[src/rtl/aqp_cpu_bus_bridge_if.sv]
// Signal bundle between the Z80-style CPU strobes, the bridge and the req/ack fabric.
// The bridge connects through the slave modport, and the CPU/fabric side connects through the master modport.
interface aqp_cpu_bus_bridge_if;
  logic [15:0] cpu_addr;
  logic [7:0]  cpu_dq_out;
  logic        cpu_mreq_n;
  logic        cpu_iorq_n;
  logic        cpu_rd_n;
  logic        cpu_wr_n;
  logic        cpu_busak_n;
  logic        cpu_wait_n;
  logic [7:0]  cpu_dq_in;
  logic        bus_req;
  logic        bus_ack;
  logic [15:0] bus_addr;
  logic [7:0]  bus_wrdata;
  logic        bus_wr;
  logic        bus_io;
  logic [7:0]  bus_rddata;
  logic        bus_err;

  modport slave (
    input  cpu_addr, cpu_dq_out, cpu_mreq_n, cpu_iorq_n, cpu_rd_n, cpu_wr_n, cpu_busak_n,
    input  bus_ack, bus_rddata,
    output cpu_wait_n, cpu_dq_in, bus_req, bus_addr, bus_wrdata, bus_wr, bus_io, bus_err
  );

  modport master (
    output cpu_addr, cpu_dq_out, cpu_mreq_n, cpu_iorq_n, cpu_rd_n, cpu_wr_n, cpu_busak_n,
    output bus_ack, bus_rddata,
    input  cpu_wait_n, cpu_dq_in, bus_req, bus_addr, bus_wrdata, bus_wr, bus_io, bus_err
  );
endinterface

[src/rtl/aqp_cpu_bus_bridge.sv]
// Turns each Z80 memory/IO strobe cycle into one req/ack fabric transaction, stalling the CPU via wait_n.
// Defining AQP_BUS_TIMEOUT_EN adds a force-complete timeout with a sticky bus_err flag.
module aqp_cpu_bus_bridge #(
`ifdef AQP_BUS_TIMEOUT_EN
  parameter int         TIMEOUT_CYCLES = 1023,
`endif
  parameter logic [7:0] INTACK_DATA    = 8'hFF
) (
  input  logic                clk,
  input  logic                reset_n,
  aqp_cpu_bus_bridge_if.slave bif
);
  typedef enum logic [1:0] {IDLE, REQ, HOLD} state_e;

  state_e      state_q, state_d;
  logic        access_q, intack_q;
  logic        req_q, req_d;
  logic [15:0] addr_q, addr_d;
  logic [7:0]  wdata_q, wdata_d;
  logic [7:0]  dq_q, dq_d;
  logic        wr_q, wr_d;
  logic        io_q, io_d;
  logic        strobe, access, start, intack;
`ifdef AQP_BUS_TIMEOUT_EN
  logic [9:0]  tmo_q, tmo_d;
  logic        err_q, err_d;
`endif

  // strobe ignores busak_n so that releasing the bus cannot abort a cycle already in flight
  assign strobe = (~bif.cpu_rd_n | ~bif.cpu_wr_n) & (~bif.cpu_mreq_n | ~bif.cpu_iorq_n);
  assign access = bif.cpu_busak_n & strobe;
  assign start  = access & ~access_q;
  assign intack = ~bif.cpu_iorq_n & bif.cpu_mreq_n & bif.cpu_rd_n & bif.cpu_wr_n;

  always_comb begin
    state_d = state_q;
    req_d   = req_q;
    addr_d  = addr_q;
    wdata_d = wdata_q;
    dq_d    = dq_q;
    wr_d    = wr_q;
    io_d    = io_q;
`ifdef AQP_BUS_TIMEOUT_EN
    tmo_d   = tmo_q;
    err_d   = err_q;
`endif
    if (intack && !intack_q) dq_d = INTACK_DATA;
    unique case (state_q)
      IDLE: if (start) begin
        addr_d  = bif.cpu_addr;
        wdata_d = bif.cpu_dq_out;
        wr_d    = ~bif.cpu_wr_n;
        io_d    = ~bif.cpu_iorq_n;
        req_d   = 1'b1;
        state_d = REQ;
`ifdef AQP_BUS_TIMEOUT_EN
        tmo_d   = '0;
`endif
      end
      REQ: begin
        if (bif.bus_ack) begin
          req_d = 1'b0;
          // CPU already gone: complete on the fabric but drop the data
          if (strobe) begin
            if (!wr_q) dq_d = bif.bus_rddata;
            state_d = HOLD;
          end else begin
            state_d = IDLE;
          end
        end
`ifdef AQP_BUS_TIMEOUT_EN
        else if (tmo_q == 10'(TIMEOUT_CYCLES - 1)) begin
          req_d   = 1'b0;
          if (!wr_q) dq_d = 8'hFF;
          err_d   = 1'b1;
          state_d = HOLD;
        end else begin
          tmo_d = tmo_q + 10'd1;
        end
`endif
      end
      HOLD: if (!strobe) state_d = IDLE;
      default: state_d = IDLE;
    endcase
  end

  always_ff @(posedge clk or negedge reset_n) begin
    if (!reset_n) begin
      state_q  <= IDLE;
      access_q <= 1'b0;
      intack_q <= 1'b0;
      req_q    <= 1'b0;
      addr_q   <= '0;
      wdata_q  <= '0;
      dq_q     <= 8'hFF;
      wr_q     <= 1'b0;
      io_q     <= 1'b0;
`ifdef AQP_BUS_TIMEOUT_EN
      tmo_q    <= '0;
      err_q    <= 1'b0;
`endif
    end else begin
      state_q  <= state_d;
      access_q <= access;
      intack_q <= intack;
      req_q    <= req_d;
      addr_q   <= addr_d;
      wdata_q  <= wdata_d;
      dq_q     <= dq_d;
      wr_q     <= wr_d;
      io_q     <= io_d;
`ifdef AQP_BUS_TIMEOUT_EN
      tmo_q    <= tmo_d;
      err_q    <= err_d;
`endif
    end
  end

  // wait drops combinationally in the strobe's first clk; start is masked while reset is held
  assign bif.cpu_wait_n = ~((start & reset_n) | (state_q == REQ));
  assign bif.cpu_dq_in  = dq_q;
  assign bif.bus_req    = req_q;
  assign bif.bus_addr   = addr_q;
  assign bif.bus_wrdata = wdata_q;
  assign bif.bus_wr     = wr_q;
  assign bif.bus_io     = io_q;
`ifdef AQP_BUS_TIMEOUT_EN
  assign bif.bus_err    = err_q;
`else
  assign bif.bus_err    = 1'b0;
`endif
endmodule

[src/flat_wrapper.sv]
// flat-port wrapper written by rule: the top's interface ports become plain ports
module aqp_cpu_bus_bridge_flat 
#(

  parameter logic [7:0] INTACK_DATA    = 8'hFF
)
  (clk, reset_n, bif_cpu_addr, bif_cpu_dq_out, bif_cpu_mreq_n, bif_cpu_iorq_n, bif_cpu_rd_n, bif_cpu_wr_n, bif_cpu_busak_n, bif_bus_ack, bif_bus_rddata, bif_cpu_wait_n, bif_cpu_dq_in, bif_bus_req, bif_bus_addr, bif_bus_wrdata, bif_bus_wr, bif_bus_io, bif_bus_err);
  aqp_cpu_bus_bridge_if bif_i ();
  input  logic clk;
  input  logic reset_n;
  input wire logic [$bits(bif_i.cpu_addr)-1:0] bif_cpu_addr;
  input wire logic [$bits(bif_i.cpu_dq_out)-1:0] bif_cpu_dq_out;
  input wire logic [$bits(bif_i.cpu_mreq_n)-1:0] bif_cpu_mreq_n;
  input wire logic [$bits(bif_i.cpu_iorq_n)-1:0] bif_cpu_iorq_n;
  input wire logic [$bits(bif_i.cpu_rd_n)-1:0] bif_cpu_rd_n;
  input wire logic [$bits(bif_i.cpu_wr_n)-1:0] bif_cpu_wr_n;
  input wire logic [$bits(bif_i.cpu_busak_n)-1:0] bif_cpu_busak_n;
  input wire logic [$bits(bif_i.bus_ack)-1:0] bif_bus_ack;
  input wire logic [$bits(bif_i.bus_rddata)-1:0] bif_bus_rddata;
  output wire logic [$bits(bif_i.cpu_wait_n)-1:0] bif_cpu_wait_n;
  output wire logic [$bits(bif_i.cpu_dq_in)-1:0] bif_cpu_dq_in;
  output wire logic [$bits(bif_i.bus_req)-1:0] bif_bus_req;
  output wire logic [$bits(bif_i.bus_addr)-1:0] bif_bus_addr;
  output wire logic [$bits(bif_i.bus_wrdata)-1:0] bif_bus_wrdata;
  output wire logic [$bits(bif_i.bus_wr)-1:0] bif_bus_wr;
  output wire logic [$bits(bif_i.bus_io)-1:0] bif_bus_io;
  output wire logic [$bits(bif_i.bus_err)-1:0] bif_bus_err;
  assign bif_i.cpu_addr = bif_cpu_addr;
  assign bif_i.cpu_dq_out = bif_cpu_dq_out;
  assign bif_i.cpu_mreq_n = bif_cpu_mreq_n;
  assign bif_i.cpu_iorq_n = bif_cpu_iorq_n;
  assign bif_i.cpu_rd_n = bif_cpu_rd_n;
  assign bif_i.cpu_wr_n = bif_cpu_wr_n;
  assign bif_i.cpu_busak_n = bif_cpu_busak_n;
  assign bif_i.bus_ack = bif_bus_ack;
  assign bif_i.bus_rddata = bif_bus_rddata;
  assign bif_cpu_wait_n = bif_i.cpu_wait_n;
  assign bif_cpu_dq_in = bif_i.cpu_dq_in;
  assign bif_bus_req = bif_i.bus_req;
  assign bif_bus_addr = bif_i.bus_addr;
  assign bif_bus_wrdata = bif_i.bus_wrdata;
  assign bif_bus_wr = bif_i.bus_wr;
  assign bif_bus_io = bif_i.bus_io;
  assign bif_bus_err = bif_i.bus_err;
  aqp_cpu_bus_bridge #(.INTACK_DATA(INTACK_DATA)) u_core (.clk(clk), .reset_n(reset_n), .bif(bif_i));
endmodule
[config.mk]
export PLATFORM = sky130hd
export DESIGN_NAME = aqp_cpu_bus_bridge_flat
export DESIGN_NICKNAME = d
export VERILOG_FILES = /design/src/rtl/aqp_cpu_bus_bridge_if.sv /design/src/rtl/aqp_cpu_bus_bridge.sv /design/src/flat_wrapper.sv
export SDC_FILE = /design/constraint.sdc
export NUM_CORES = 1
export LEC_CHECK = 0
export ABC_CLOCK_PERIOD_IN_PS = 1900
export CORE_MARGIN = 2
export CORE_UTILIZATION = 40
export DETAILED_ROUTE_END_ITERATION = 8
export PLACE_DENSITY_LB_ADDON = 0.05
export SYNTH_ARGS = -nofsm -noshare
export SYNTH_HDL_FRONTEND = slang
export SYNTH_SLANG_ARGS = --single-unit
[constraint.sdc]
create_clock -name clk -period 1.9 [get_ports clk]
set_input_delay 0.19 -clock clk [delete_from_list [all_inputs] [get_ports clk]]
set_output_delay 0.19 -clock clk [all_outputs]
set_load 0.01 [all_outputs]
Word-level counts from Yosys, hierarchy flattened
Cells that the tools add are included.
{"block": "word_totals", "regBits": 39, "out_inout_bits": 37, "wordCells": 50}
{"block": "classes", "n_eq_ne": 5, "muxes": 13, "n_bitwise": 16, "n_reduce_logical": 7}
{"operator": "$mux 8", "count": 5}
{"operator": "$mux 2", "count": 4}
{"operator": "$and 1x1->1", "count": 7}
{"operator": "$not 1->1", "count": 6}
{"operator": "$pmux 2 s3", "count": 1}
{"operator": "$reduce_and 3->1", "count": 2}
{"operator": "$ne 2x2->1 const B", "count": 2}
{"operator": "$or 1x1->1", "count": 3}
{"operator": "$eq 2x1->1 const B", "count": 1}
{"operator": "$eq 2x2->1 const B", "count": 1}
{"operator": "$logic_not 2->1", "count": 1}
{"operator": "$mux 1", "count": 2}
{"operator": "$ne 2x1->1 const B", "count": 1}
{"operator": "$pmux 1 s2", "count": 1}
{"operator": "$reduce_and 2->1", "count": 1}
{"operator": "$reduce_bool 2->1", "count": 1}
{"operator": "$logic_and 1x1->1", "count": 1}
{"operator": "$logic_not 1->1", "count": 1}

Logic depth before layout (Yosys ltp)
Gate-level depths: netlist of run 1.
{"block": "depth", "word_depth": 10, "mapped_depth": 5, "ltp_nobuf": 3}

Least setup slack after synthesis of run 1
No wires, ideal clock.
{"block": "synth_path", "path_type": "flip-flop to flip-flop", "start": "reg u_core.state_q[0]", "end": "reg u_core.addr_q[0] (netlist: u_core.bif.bus_addr[0])", "setup_time_ps": 125, "t_arrival_ps": 1520, "setup_slack_ps": 255, "path_stages_with_launch": 5, "n_path_buf": 2, "cell_sequence": "dfrtp_1 or4_4 buf_6 buf_12 mux2_4"}
{"block": "synth_via", "elab_chain_len": 2}
{"item": "start: declaration", "line": "aqp_cpu_bus_bridge.sv:15", "source": "state_e state_q, state_d;"}
{"item": "start signal: assignment", "line": "aqp_cpu_bus_bridge.sv:103", "source": "state_q <= state_d;"}
{"item": "$logic_not 2->1", "line": "aqp_cpu_bus_bridge.sv:48", "source": "unique case (state_q)"}
{"item": "$reduce_and 2->1 (no line)"}
{"item": "end signal: assignment", "line": "aqp_cpu_bus_bridge.sv:107", "source": "addr_q <= addr_d;"}
{"item": "end: declaration", "line": "aqp_cpu_bus_bridge.sv:18", "source": "logic [15:0] addr_q, addr_d;"}
No other way between the ends.
A chain may end at the register's enable or synchronous reset.

Final worst setup path of run 1
{"block": "layout_path", "start": "in bif_cpu_rd_n", "end": "reg u_core.addr_q[1] (netlist: u_core.bif.bus_addr[1])"}
{"block": "layout_via", "elab_chain_len": 6}
{"item": "start: declaration", "line": "flat_wrapper.sv:15", "source": "input wire logic [$bits(bif_i.cpu_rd_n)-1:0] bif_cpu_rd_n;"}
{"item": "$not 1->1", "line": "aqp_cpu_bus_bridge.sv:30", "source": "assign strobe = (~bif.cpu_rd_n | ~bif.cpu_wr_n) & (~bif.cpu_mreq_n | ~bif.cpu_iorq_n);"}
{"item": "$or 1x1->1", "line": "aqp_cpu_bus_bridge.sv:30"}
{"item": "$and 1x1->1", "line": "aqp_cpu_bus_bridge.sv:30"}
{"item": "$and 1x1->1", "line": "aqp_cpu_bus_bridge.sv:31", "source": "assign access = bif.cpu_busak_n & strobe;"}
{"item": "$and 1x1->1", "line": "aqp_cpu_bus_bridge.sv:32", "source": "assign start = access & ~access_q;"}
{"item": "$reduce_and 2->1 (no line)"}
No other way between the ends.

==> qor.txt, run 1 <==
Final Hold Viols = 0
Initial Util = 41.15%
Num CTS Buffers = 5
Via count of the first global-routing pass = 1,214
H-tree depth reported by CTS = 2
Number of cells after detailed placement = 231
Slowest cell delay on critical path = 0.50 ns
CP max-delay cell = sky130_fd_sc_hd__or4_4
Clock root buffer master = sky130_fd_sc_hd__clkbuf_8
Synthesized flop and latch total = 39
Unique cell type count in the Yosys netlist = 26
Fraction of the cycle the final worst path needs = 92.07%
Nature of the critical path startpoint = input port
Max Freq = 0.5716 GHz
Startpoint of the worst register-to-register path = u_core.state_q[0]$_DFFE_PN0P_
Largest driver fanout on the critical path = 9
GPL Wtd Cong = 0.6999
Largest clock skew in the final design = 0.007905 ns
Number of rows in the core area = 23
Most frequent standard cell in the layout excluding fill and tap cells = sky130_fd_sc_hd__clkdlybuf4s50_1
Overall die area = 4612 µm²
CP Cell Sequence = clkdlybuf4s50_1, a22o_4, or4_4, buf_4, mux2_4
Part of the Yosys area used for sequential elements = 60.34%
Max Cap Viol = 0
Mean instance size in the synthesized netlist = 15.86 µm²
Required time of the worst setup path = 2.07 ns
Number of nets with antenna violations after detailed routing = 0
Buffers plus inverters on the worst setup path = 2
Data arrival time of the critical path = 1.92 ns
Outcome = completed
Hold Startpoint = bif_cpu_busak_n
Synthesized netlist cell count = 103
Insertion delay to the later sink of the worst-skew pair = 0.29 ns
Netlist Area Pre-Place = 1634 µm²
Final standard cell count with taps included and fillers excluded = 240
Launch point of the worst path = bif_cpu_rd_n
Post-CTS setup buffer count = 0
Clock Tree Buf Depth = 2
Die Ht = 67.92 µm
Clock-pin slew on the worst setup and hold paths = 0.08 ns
Finished Core Util = 65.31%
Leakage power figure = 0.001163 µW
Final Routed Wirelength = 3.790 mm
Number of buffer cells added on primary ports = 75
Area of the core = 3971 µm²
Endpoint class of the critical path = flip-flop
Avg WL per Cell = 15.79 µm
Number of vias per cell = 4.775
ANT cells = 0
Initial antenna violation count = 0
TritonCTS clock tree = yes
Proportion of layout cells with a drive suffix above 1 = 26.84%
Total number of vias = 1,146
Maximum vdd ir drop = 0.5907 mV
Yosys warning total = 0
HPWL after DPL = 2.785 mm
Clock net sink count = 39
Detailed-routing iteration count for the pre-antenna-repair pass = 4
Crit Path Category = input port to flip-flop
Largest net degree at the start of global routing = 40
Number of design rule violations left after detail routing = 0
Setup repair after global routing missed its margin = false
Family with the most delay on the worst path = buffers and inverters
Final worst path period need = 1.749 ns
Number of primary I/O pins = 77
Number of nets in the synthesized netlist = 143
First-pass GRT wire length = 5.968 mm
Number of endpoints failing setup at the final stage = 0
Global route total overflow = 0
DRC marker count from the first detailed-route iteration = 46
Global-route usage over all layers = 17.85%
Fin. max-slew vios = 0
Power Density = 1323 nW/µm²
Worst hold slack across all endpoints = 0.4416 ns
Class of the worst hold path = input port to flip-flop
Horizontal extent of the die = 67.92 µm
Area growth from synthesis to layout = 58.73%
# nets final = 229
Leading cell types in the layout, fill and taps excluded = 73 x sky130_fd_sc_hd__clkdlybuf4s50_1, 31 x sky130_fd_sc_hd__dfrtp_1, 18 x sky130_fd_sc_hd__mux2_4
==> synth_stat cells <==
library cell,instances,share of area [%]
sky130_fd_sc_hd__a22oi_1,1,0.46
sky130_fd_sc_hd__or3_2,1,0.46
sky130_fd_sc_hd__and3_1,1,0.38
sky130_fd_sc_hd__o22a_1,8,4.3
sky130_fd_sc_hd__conb_1,1,0.23
sky130_fd_sc_hd__or4_4,1,0.69
sky130_fd_sc_hd__dfrtp_1,31,47
sky130_fd_sc_hd__o32ai_1,1,0.54
sky130_fd_sc_hd__nand2_1,1,0.23
sky130_fd_sc_hd__dfstp_2,8,13
sky130_fd_sc_hd__buf_6,1,0.69
sky130_fd_sc_hd__buf_4,1,0.46
sky130_fd_sc_hd__o31ai_1,2,0.92
sky130_fd_sc_hd__a22o_4,1,1.1
sky130_fd_sc_hd__nand3b_1,1,0.46
sky130_fd_sc_hd__nand2b_1,3,1.1
sky130_fd_sc_hd__buf_12,2,2.5
sky130_fd_sc_hd__nor2_1,2,0.46
sky130_fd_sc_hd__inv_1,6,1.4
sky130_fd_sc_hd__a21oi_1,1,0.31
sky130_fd_sc_hd__and2_1,1,0.38
sky130_fd_sc_hd__mux2i_1,2,1.2
sky130_fd_sc_hd__clkbuf_1,1,0.23
sky130_fd_sc_hd__mux2_4,18,17
sky130_fd_sc_hd__mux2_2,6,4.1
sky130_fd_sc_hd__nand4b_1,1,0.54
==> per-stage QoR <==
stage / worst slack, ns / TNS [ns] / cell area, µm² / power, µW
finish: 0.1506 / 0 / 2594 / 3432
global route: 0.1148 / 0 / 2594 / 3628
CTS: 0.1565 / 0 / 2594 / 3467
detailed placement: -0.1413 / -3.324 / 2452 / 2647
global placement: -0.1221 / -2.840 / 2452 / 2612
floorplan: 0.2553 / 0 / 1634 / 1892
==> logic make-up (layout without fill, tap and decap cells) <==
kind of cell | after synthesis | count (layout) | share of synthesized area (%)
buf+inv | 11 | 98 | 5.207
flops | 39 | 39 | 60.34
other cells | 1 | 1 | 0.2295
compound gates | 14 | 14 | 7.580
simple gates | 12 | 12 | 4.748
mux | 26 | 26 | 21.90
==> state kept, by name, indices dropped and copies added, names as in the netlist <==
name                   count
u_core.bif.bus_addr       16
u_core.bif.bus_wrdata      8
u_core.bif.cpu_dq_in       8
u_core.state_q             2
u_core.access_q            1
u_core.bif.bus_io          1
u_core.bif.bus_req         1
u_core.bif.bus_wr          1
u_core.intack_q            1
==> worst paths after layout <==
path | cells past startpoint | end | slack (ns)
worst max-delay path | 5 | u_core.bif.bus_addr[1]$_DFFE_PN0P_ | 0.15
worst min-delay path | 3 | u_core.access_q$_DFF_PN0_ | 0.44
worst max register to register | 3 | u_core.bif.bus_addr[1]$_DFFE_PN0P_ | 0.23
worst min register to register | 1 | u_core.bif.bus_addr[15]$_DFFE_PN0P_ | 0.51
max in group asynchronous | 3 | u_core.bif.cpu_dq_in[7]$_DFF_PN1_ | 0.98
min in group asynchronous | 3 | u_core.state_q[0]$_DFFE_PN0P_ | 0.56
==> report_power, final <==
| part | leakage [µW] | switching, µW | internal, µW | total, µW |
|---|---|---|---|---|
| clock | 0.0000654 | 286 | 525 | 811 |
| combinational | 0.000643 | 430 | 864 | 1290 |
| sequential | 0.000455 | 163 | 1160 | 1330 |
==> cell type report <==
cell class	count	area, µm²
clock buffer	6	72.57
fill	296	1378
multi-input combinational	53	563.0
timing repair buffer	84	827.0
clock inverter	2	60.06
sequential	39	985.9
inverter	6	22.52
tap	50	62.56
==> worst reg2reg max path, cell delays in order, from the launching register on <==
cell and delay (ns):
sky130_fd_sc_hd__dfrtp_1 0.45, sky130_fd_sc_hd__or4_4 0.59, sky130_fd_sc_hd__buf_4 0.20, sky130_fd_sc_hd__mux2_4 0.31
==> repair_timing <==
action                                  CTS  global route
gates resized for setup                   1             0
endpoints found under the hold margin    26             0
endpoints found under the setup margin    1             0
hold buffers                              1             0
==> routing by layer <==
metal  routed length (µm)  vias up  global-route usage (%)
met5                    0        -                       0
met4                   17        0                   4.500
met3                  377        2                   7.072
met2                 1739       56                   27.57
met1                 1657      552                   23.57
li1                     -      536                       -
(Power assumes the default switching activity.)
==> run 2, diff against run 1 <==
Settings changed: HOLD_SLACK_MARGIN from default to 0.15, RECOVER_POWER from default to 50.
==> qor.txt, run 2 (synthesis gave the netlist of run 1 again) <==
Sw Pwr = 874.0 µW (-0.56%)
Insertion delay to the later sink of the worst-skew pair = 0.29 ns (about the same)
Most frequent standard cell in the layout excluding fill and tap cells = sky130_fd_sc_hd__clkdlybuf4s50_1
Proportion of layout cells with a drive suffix above 1 = 26.32% (-0.53 points)
CP max-delay cell = sky130_fd_sc_hd__or4_4
Class of the worst hold path = input port to flip-flop
Number of vias per cell = 4.775 (unchanged)
Final standard cell count with taps included and fillers excluded = 240 (unchanged)
CP Cell Sequence = clkdlybuf4s50_1, a22o_4, or4_4, buf_4, mux2_4
Final Routed Wirelength = 3.782 mm (-0.21%)
Avg WL per Cell = 15.76 µm (-0.21%)
Max Freq = 0.5716 GHz (about the same)
Global route total overflow = 0 (unchanged)
Finished Core Util = 65.22% (-0.094 points)
Global-route usage over all layers = 17.85% (unchanged)
DRC marker count from the first detailed-route iteration = 46 (unchanged)
Die Ht = 67.92 µm (unchanged)
Worst hold slack across all endpoints = 0.4412 ns (-0.0003720 ns)
Nature of the critical path startpoint = input port
Crit Path Category = input port to flip-flop
Required time of the worst setup path = 2.07 ns (about the same)
Clock Tree Buf Depth = 2 (unchanged)
Clock root buffer master = sky130_fd_sc_hd__clkbuf_8
Maximum vdd ir drop = 0.5903 mV (about the same)
Slowest cell delay on critical path = 0.50 ns (about the same)
Area growth from synthesis to layout = 58.50%
Number of buffer cells added on primary ports = 75 (unchanged)
Number of rows in the core area = 23 (unchanged)
Switching power as a share of total power = 25.81% (+0.20 points)
Via count of the first global-routing pass = 1,214 (unchanged)
Buffers plus inverters on the worst setup path = 2 (unchanged)
Sequential group share of total power = 39.0% (+0.3 points)
Initial antenna violation count = 0 (unchanged)
Leakage power figure = 0.001164 µW (+0.11%)
Setup repair after global routing missed its margin = false
Initial Util = 41.15% (unchanged)
Post-CTS setup buffer count = 0 (unchanged)
Number of cells after detailed placement = 231 (unchanged)
Number of endpoints failing setup at the final stage = 0 (unchanged)
Post-route setup slack = 0.1506 ns (+0.000006000 ns)
Final Hold Viols = 0 (unchanged)
Detailed-routing iteration count for the pre-antenna-repair pass = 4 (unchanged)
Leading cell types in the layout, fill and taps excluded = 60 x sky130_fd_sc_hd__clkdlybuf4s50_1, 31 x sky130_fd_sc_hd__dfrtp_1, 18 x sky130_fd_sc_hd__mux2_4
TritonCTS clock tree = yes
Worst-margin pin slew = 0.9381 ns
FF-to-FF setup slack = 0.23 ns (about the same)
Number of primary I/O pins = 77 (unchanged)
Internal power = 2512 µW (-1.6%)
Data arrival time of the critical path = 1.92 ns (about the same)
Largest driver fanout on the critical path = 9 (unchanged)
First-pass GRT wire length = 5.968 mm (unchanged)
Family with the most delay on the worst path = buffers and inverters
Fin. max-slew vios = 0 (unchanged)
Outcome = completed
Num CTS Buffers = 5 (unchanged)
Overall die area = 4612 µm² (unchanged)
Fill cell count = 296 (unchanged)
Max Cap Viol = 0 (unchanged)
Rel. slew slack = 37.46%
Total number of vias = 1,146 (unchanged)
Area of the core = 3971 µm² (unchanged)
Number of flip-flops under the largest register name = 16 (unchanged)
Final worst path period need = 1.749 ns (-0.000006000 ns)
Endpoint class of the critical path = flip-flop
Fraction of the cycle the final worst path needs = 92.07% (about the same)
Horizontal extent of the die = 67.92 µm (unchanged)
Number of nets with antenna violations after detailed routing = 0 (unchanged)
Dpl ws = -0.1413 ns (unchanged)
GPL Wtd Cong = 0.6999 (unchanged)
Power Density = 1307 nW/µm² (-1.2%)
H-tree depth reported by CTS = 2 (unchanged)
Clock net sink count = 39 (unchanged)
Share of power burned in combinational logic = 37.0% (-0.7 points)
HPWL after DPL = 2.785 mm (unchanged)
# nets final = 229 (unchanged)
Number of design rule violations left after detail routing = 0 (unchanged)
Largest net degree at the start of global routing = 40 (unchanged)
Clk pwr share = 23.9% (+0.3 points)
Clock-pin slew on the worst setup and hold paths = 0.08 ns (about the same)
Largest clock skew in the final design = 0.008205 ns (+0.0002995 ns)
ANT cells = 0 (unchanged)
run 2: cell count changes in the layout (fill, tap and decap cells not counted):
cell / change
sky130_fd_sc_hd__dlygate4sd3_1: +13
sky130_fd_sc_hd__clkbuf_2: +1
sky130_fd_sc_hd__clkbuf_1: +1
sky130_fd_sc_hd__clkdlybuf4s50_1: -13
sky130_fd_sc_hd__buf_4: -1
sky130_fd_sc_hd__and2_1: -1
sky130_fd_sc_hd__and2_0: +1
sky130_fd_sc_hd__buf_2: -1
run 2: layout make-up:
cell class / instances / area [µm²] / share of cell area, %
repair buffers: 84 / 823.3 / 31.79
clock buffers: 6 / 72.57 / 2.802
flip-flops and latches: 39 / 985.9 / 38.07
multi-input cells: 53 / 563.0 / 21.74
clock inverters: 2 / 60.06 / 2.319
well taps: 50 / 62.56 / 2.415
inverters: 6 / 22.52 / 0.8696
run 2: path summary, 6_finish.rpt:
| path | endpoint | startpoint | cells after the start |
|---|---|---|---|
| worst max-delay path | u_core.bif.bus_addr[1]$_DFFE_PN0P_ | bif_cpu_rd_n | 5 |
| worst min-delay path | u_core.access_q$_DFF_PN0_ | bif_cpu_busak_n | 3 |
| worst max register to register | u_core.bif.bus_addr[1]$_DFFE_PN0P_ | u_core.state_q[0]$_DFFE_PN0P_ | 3 |
| worst min register to register | u_core.bif.bus_addr[15]$_DFFE_PN0P_ | u_core.bif.bus_addr[15]$_DFFE_PN0P_ | 1 |
| max in group asynchronous | u_core.bif.bus_addr[0]$_DFFE_PN0P_ | reset_n | 3 |
| min in group asynchronous | u_core.state_q[0]$_DFFE_PN0P_ | reset_n | 3 |
run 2: routing by layer:
metal | vias up | track usage [%] | part of all wire, %
met5 | - | 0 | 0
met4 | 0 | 4.500 | 0.45
met3 | 2 | 7.072 | 10
met2 | 56 | 27.57 | 46
met1 | 551 | 23.57 | 44
li1 | 537 | - | -
run 2: per-stage QoR:
| step | power [µW] | area [µm²] | TNS, ns |
|---|---|---|---|
| after global placement | 2612 | 2452 | -2.840 |
| final | 3386 | 2590 | 0 |
| after CTS | 3467 | 2594 | 0 |
| after floorplan | 1892 | 1634 | 0 |
| after global routing | 3583 | 2590 | 0 |
| after detailed placement | 2647 | 2452 | -3.324 |
run 2: power by group through the flow:
stage	Combinational [µW]	Clock, µW	Sequential (µW)
floorplan	424	0	1470
global placement	1280	0	1330
detailed placement	1310	0	1340
CTS	1310	824	1330
global route	1350	869	1360
finish	1250	811	1320
run 2: worst min-delay path, stage by stage:
cell                              delay [ns]
sky130_fd_sc_hd__clkdlybuf4s50_1        0.42
sky130_fd_sc_hd__inv_1                  0.06
sky130_fd_sc_hd__nor2_1                 0.04
run 2: what timing repair did:
| action | in CTS | in global routing |
|---|---|---|
| resized for setup | 1 | 0 |
| setup endpoints to repair | 1 | 0 |
| hold buffers | 1 | 0 |
| hold endpoints to repair | 31 | 0 |
==> run 3, diff against run 2 <==
Settings changed: CORE_ASPECT_RATIO from default to 0.6, SETUP_SLACK_MARGIN from default to 0.2.
==> qor.txt, run 3 (synthesis gave the netlist of run 1 again) <==
ANT cells = 0 (unchanged)
CP Cell Sequence = nand2b_4, or4_4, buf_16, buf_4, mux2_4
Global route total overflow = 0 (unchanged)
First-pass GRT wire length = 5.720 mm (-4.2%)
Placed Area = 2449 µm² (-0.15%)
Horizontal extent of the die = 86.52 µm (+27%)
Max Freq = 0.5865 GHz (+2.6%)
Final worst path period need = 1.705 ns (-0.04435 ns)
Largest clock skew in the final design = 0.004587 ns (-0.003618 ns)
Cell depth of the worst hold path = 3 (unchanged)
Clock net sink count = 39 (unchanged)
Slowest cell delay on critical path = 0.47 ns (-0.03 ns)
Via count of the first global-routing pass = 1,134 (-6.6%)
Initial antenna violation count = 0 (unchanged)
Clock root buffer master = sky130_fd_sc_hd__clkbuf_8
Clock-pin slew on the worst setup and hold paths = 0.07 ns (about the same)
Number of buffer cells added on primary ports = 75 (unchanged)
Overall die area = 4629 µm² (+0.37%)
FF-to-FF setup slack = 0.19 ns (-0.04 ns)
Avg WL per Cell = 15.35 µm (-2.6%)
Insertion delay to the later sink of the worst-skew pair = 0.28 ns (about the same)
Setup repair after global routing missed its margin = true
Power Density = 1196 nW/µm² (-8.5%)
Number of endpoints failing setup at the final stage = 0 (unchanged)
Detailed-routing iteration count for the pre-antenna-repair pass = 4 (unchanged)
Startpoint of the worst register-to-register path = u_core.access_q$_DFF_PN0_
Number of design rule violations left after detail routing = 0 (unchanged)
# nets final = 236 (+3.1%)
DRC marker count from the first detailed-route iteration = 51 (+11%)
Largest net degree at the start of global routing = 40 (unchanged)
H-tree depth reported by CTS = 2 (unchanged)
Num CTS Buffers = 5 (unchanged)
Launch point of the worst path = u_core.access_q$_DFF_PN0_
Fin. max-slew vios = 0 (unchanged)
Number of flip-flops under the largest register name = 16 (unchanged)
Number of vias per cell = 4.803 (+0.59%)
Initial Util = 43.16% (+2.0 points)
Total number of vias = 1,172 (+2.3%)
Max Cap Viol = 0 (unchanged)
Number of nets with antenna violations after detailed routing = 0 (unchanged)
Data arrival time of the critical path = 1.88 ns (-0.04 ns)
Outcome = completed
Rel. slew slack = 37.13% (-0.33 points)
Worst-margin pin slew = 0.9430 ns (+0.004933 ns)
Area growth from synthesis to layout = 60.49%
Family with the most delay on the worst path = simple AND/OR/NAND/NOR gates
Final standard cell count with taps included and fillers excluded = 244 (+1.7%)
Length in cells of the worst reg-to-reg path = 5 (+2)
Crit Path Category = flip-flop to flip-flop
Buffers plus inverters on the worst setup path = 2 (unchanged)
Class of the worst hold path = input port to flip-flop
Most frequent standard cell in the layout excluding fill and tap cells = sky130_fd_sc_hd__clkdlybuf4s50_1
HPWL after DPL = 2.542 mm (-8.7%)
Endpoint class of the critical path = flip-flop
Hold EP = u_core.bif.bus_wr$_DFFE_PN0P_
Number of rows in the core area = 17 (-26%)
GPL Wtd Cong = 0.7943 (+13%)
Largest driver fanout on the critical path = 4 (-5)
Fraction of the cycle the final worst path needs = 89.74% (-2.3 points)
TritonCTS clock tree = yes
Total non-filler cell area in the finished layout = 2623 µm² (+1.3%)
Number of primary I/O pins = 77 (unchanged)
Die Ht = 53.51 µm (-21%)
CP max-delay cell = sky130_fd_sc_hd__or4_4
Nature of the critical path startpoint = flip-flop
Hold Startpoint = bif_cpu_wr_n
Final Routed Wirelength = 3.746 mm (-0.95%)
Area of the core = 3786 µm² (-4.7%)
Clock Tree Buf Depth = 2 (unchanged)
Global-route usage over all layers = 17.22% (-0.63 points)
Required time of the worst setup path = 2.07 ns (about the same)
Leakage power figure = 0.001197 µW (+2.8%)
Maximum vdd ir drop = 0.5970 mV (+1.1%)
Proportion of layout cells with a drive suffix above 1 = 28.93% (+2.6 points)
FF-to-FF End = u_core.bif.bus_addr[11]$_DFFE_PN0P_
Leading cell types in the layout, fill and taps excluded = 56 x sky130_fd_sc_hd__clkdlybuf4s50_1, 31 x sky130_fd_sc_hd__dfrtp_1, 18 x sky130_fd_sc_hd__mux2_4
Final Hold Viols = 0 (unchanged)
Number of cells after detailed placement = 228 (-1.3%)
## run 3: worst max path at each step
stage | endpoint | slack (ns) | cells past startpoint
detailed placement | u_core.bif.bus_addr[7]$_DFFE_PN0P_ | -0.14 | 5
floorplan | u_core.bif.bus_addr[0]$_DFFE_PN0P_ | 0.26 | 4
global placement | u_core.bif.bus_wrdata[5]$_DFFE_PN0P_ | -0.11 | 5
CTS | u_core.bif.bus_wrdata[7]$_DFFE_PN0P_ | 0.18 | 4
global route | u_core.bif.bus_addr[15]$_DFFE_PN0P_ | 0.18 | 5
finish | u_core.bif.bus_addr[11]$_DFFE_PN0P_ | 0.19 | 5
## run 3: where the power goes
group,switching [µW],internal (µW),total (µW),leakage [µW]
Combinational,433,853,1290,0.000695
Clock,274,251,525,0.0000477
Sequential,161,1160,1330,0.000455
Total,868,2270,3140,0.00120
## run 3: worst min-delay path, cell delays in order
cell and delay [ns]:
sky130_fd_sc_hd__dlygate4sd2_1 0.23, sky130_fd_sc_hd__buf_4 0.12, sky130_fd_sc_hd__mux2i_1 0.06
## run 3: per-layer routing
layer,track usage (%),vias to the layer above,part of all wire [%]
met1,22.11,567,46
met5,0,-,0
met4,8.073,0,1.6
met2,25.90,51,44
met3,6.708,6,8.4
li1,-,548,-
## run 3: area by class of cell
type / instances / area, µm²
fill: 277 / 1164
sequential: 39 / 985.9
timing repair buffer: 91 / 900.9
multi-input combinational: 53 / 570.5
clock buffer: 5 / 68.82
tap: 47 / 58.81
inverter: 6 / 22.52
clock inverter: 3 / 15.01
## run 3: timing repair
action | in CTS | in global routing
setup endpoints to repair | 19 | 13
endpoints found under the hold margin | 31 | 0
buffers inserted | 6 | 0
gates resized for setup | 8 | 3
hold buffers | 1 | 0
gates cloned | 1 | 0
## run 3: through the flow
stage / setup slack [ns] / power [µW] / utilization [%] / TNS (ns) / hold WS, ns
CTS: 0.1785 / 3224 / 69.40 / 0 / 0.3400
detailed placement: -0.1366 / 2643 / 64.67 / -3.346 / 0.2864
global route: 0.1788 / 3326 / 69.27 / 0 / 0.3504
floorplan: 0.2553 / 1892 / - / 0 / -0.1056
global placement: -0.1119 / 2606 / 64.67 / -2.611 / 0.2862
finish: 0.1949 / 3137 / 69.27 / 0 / 0.3649
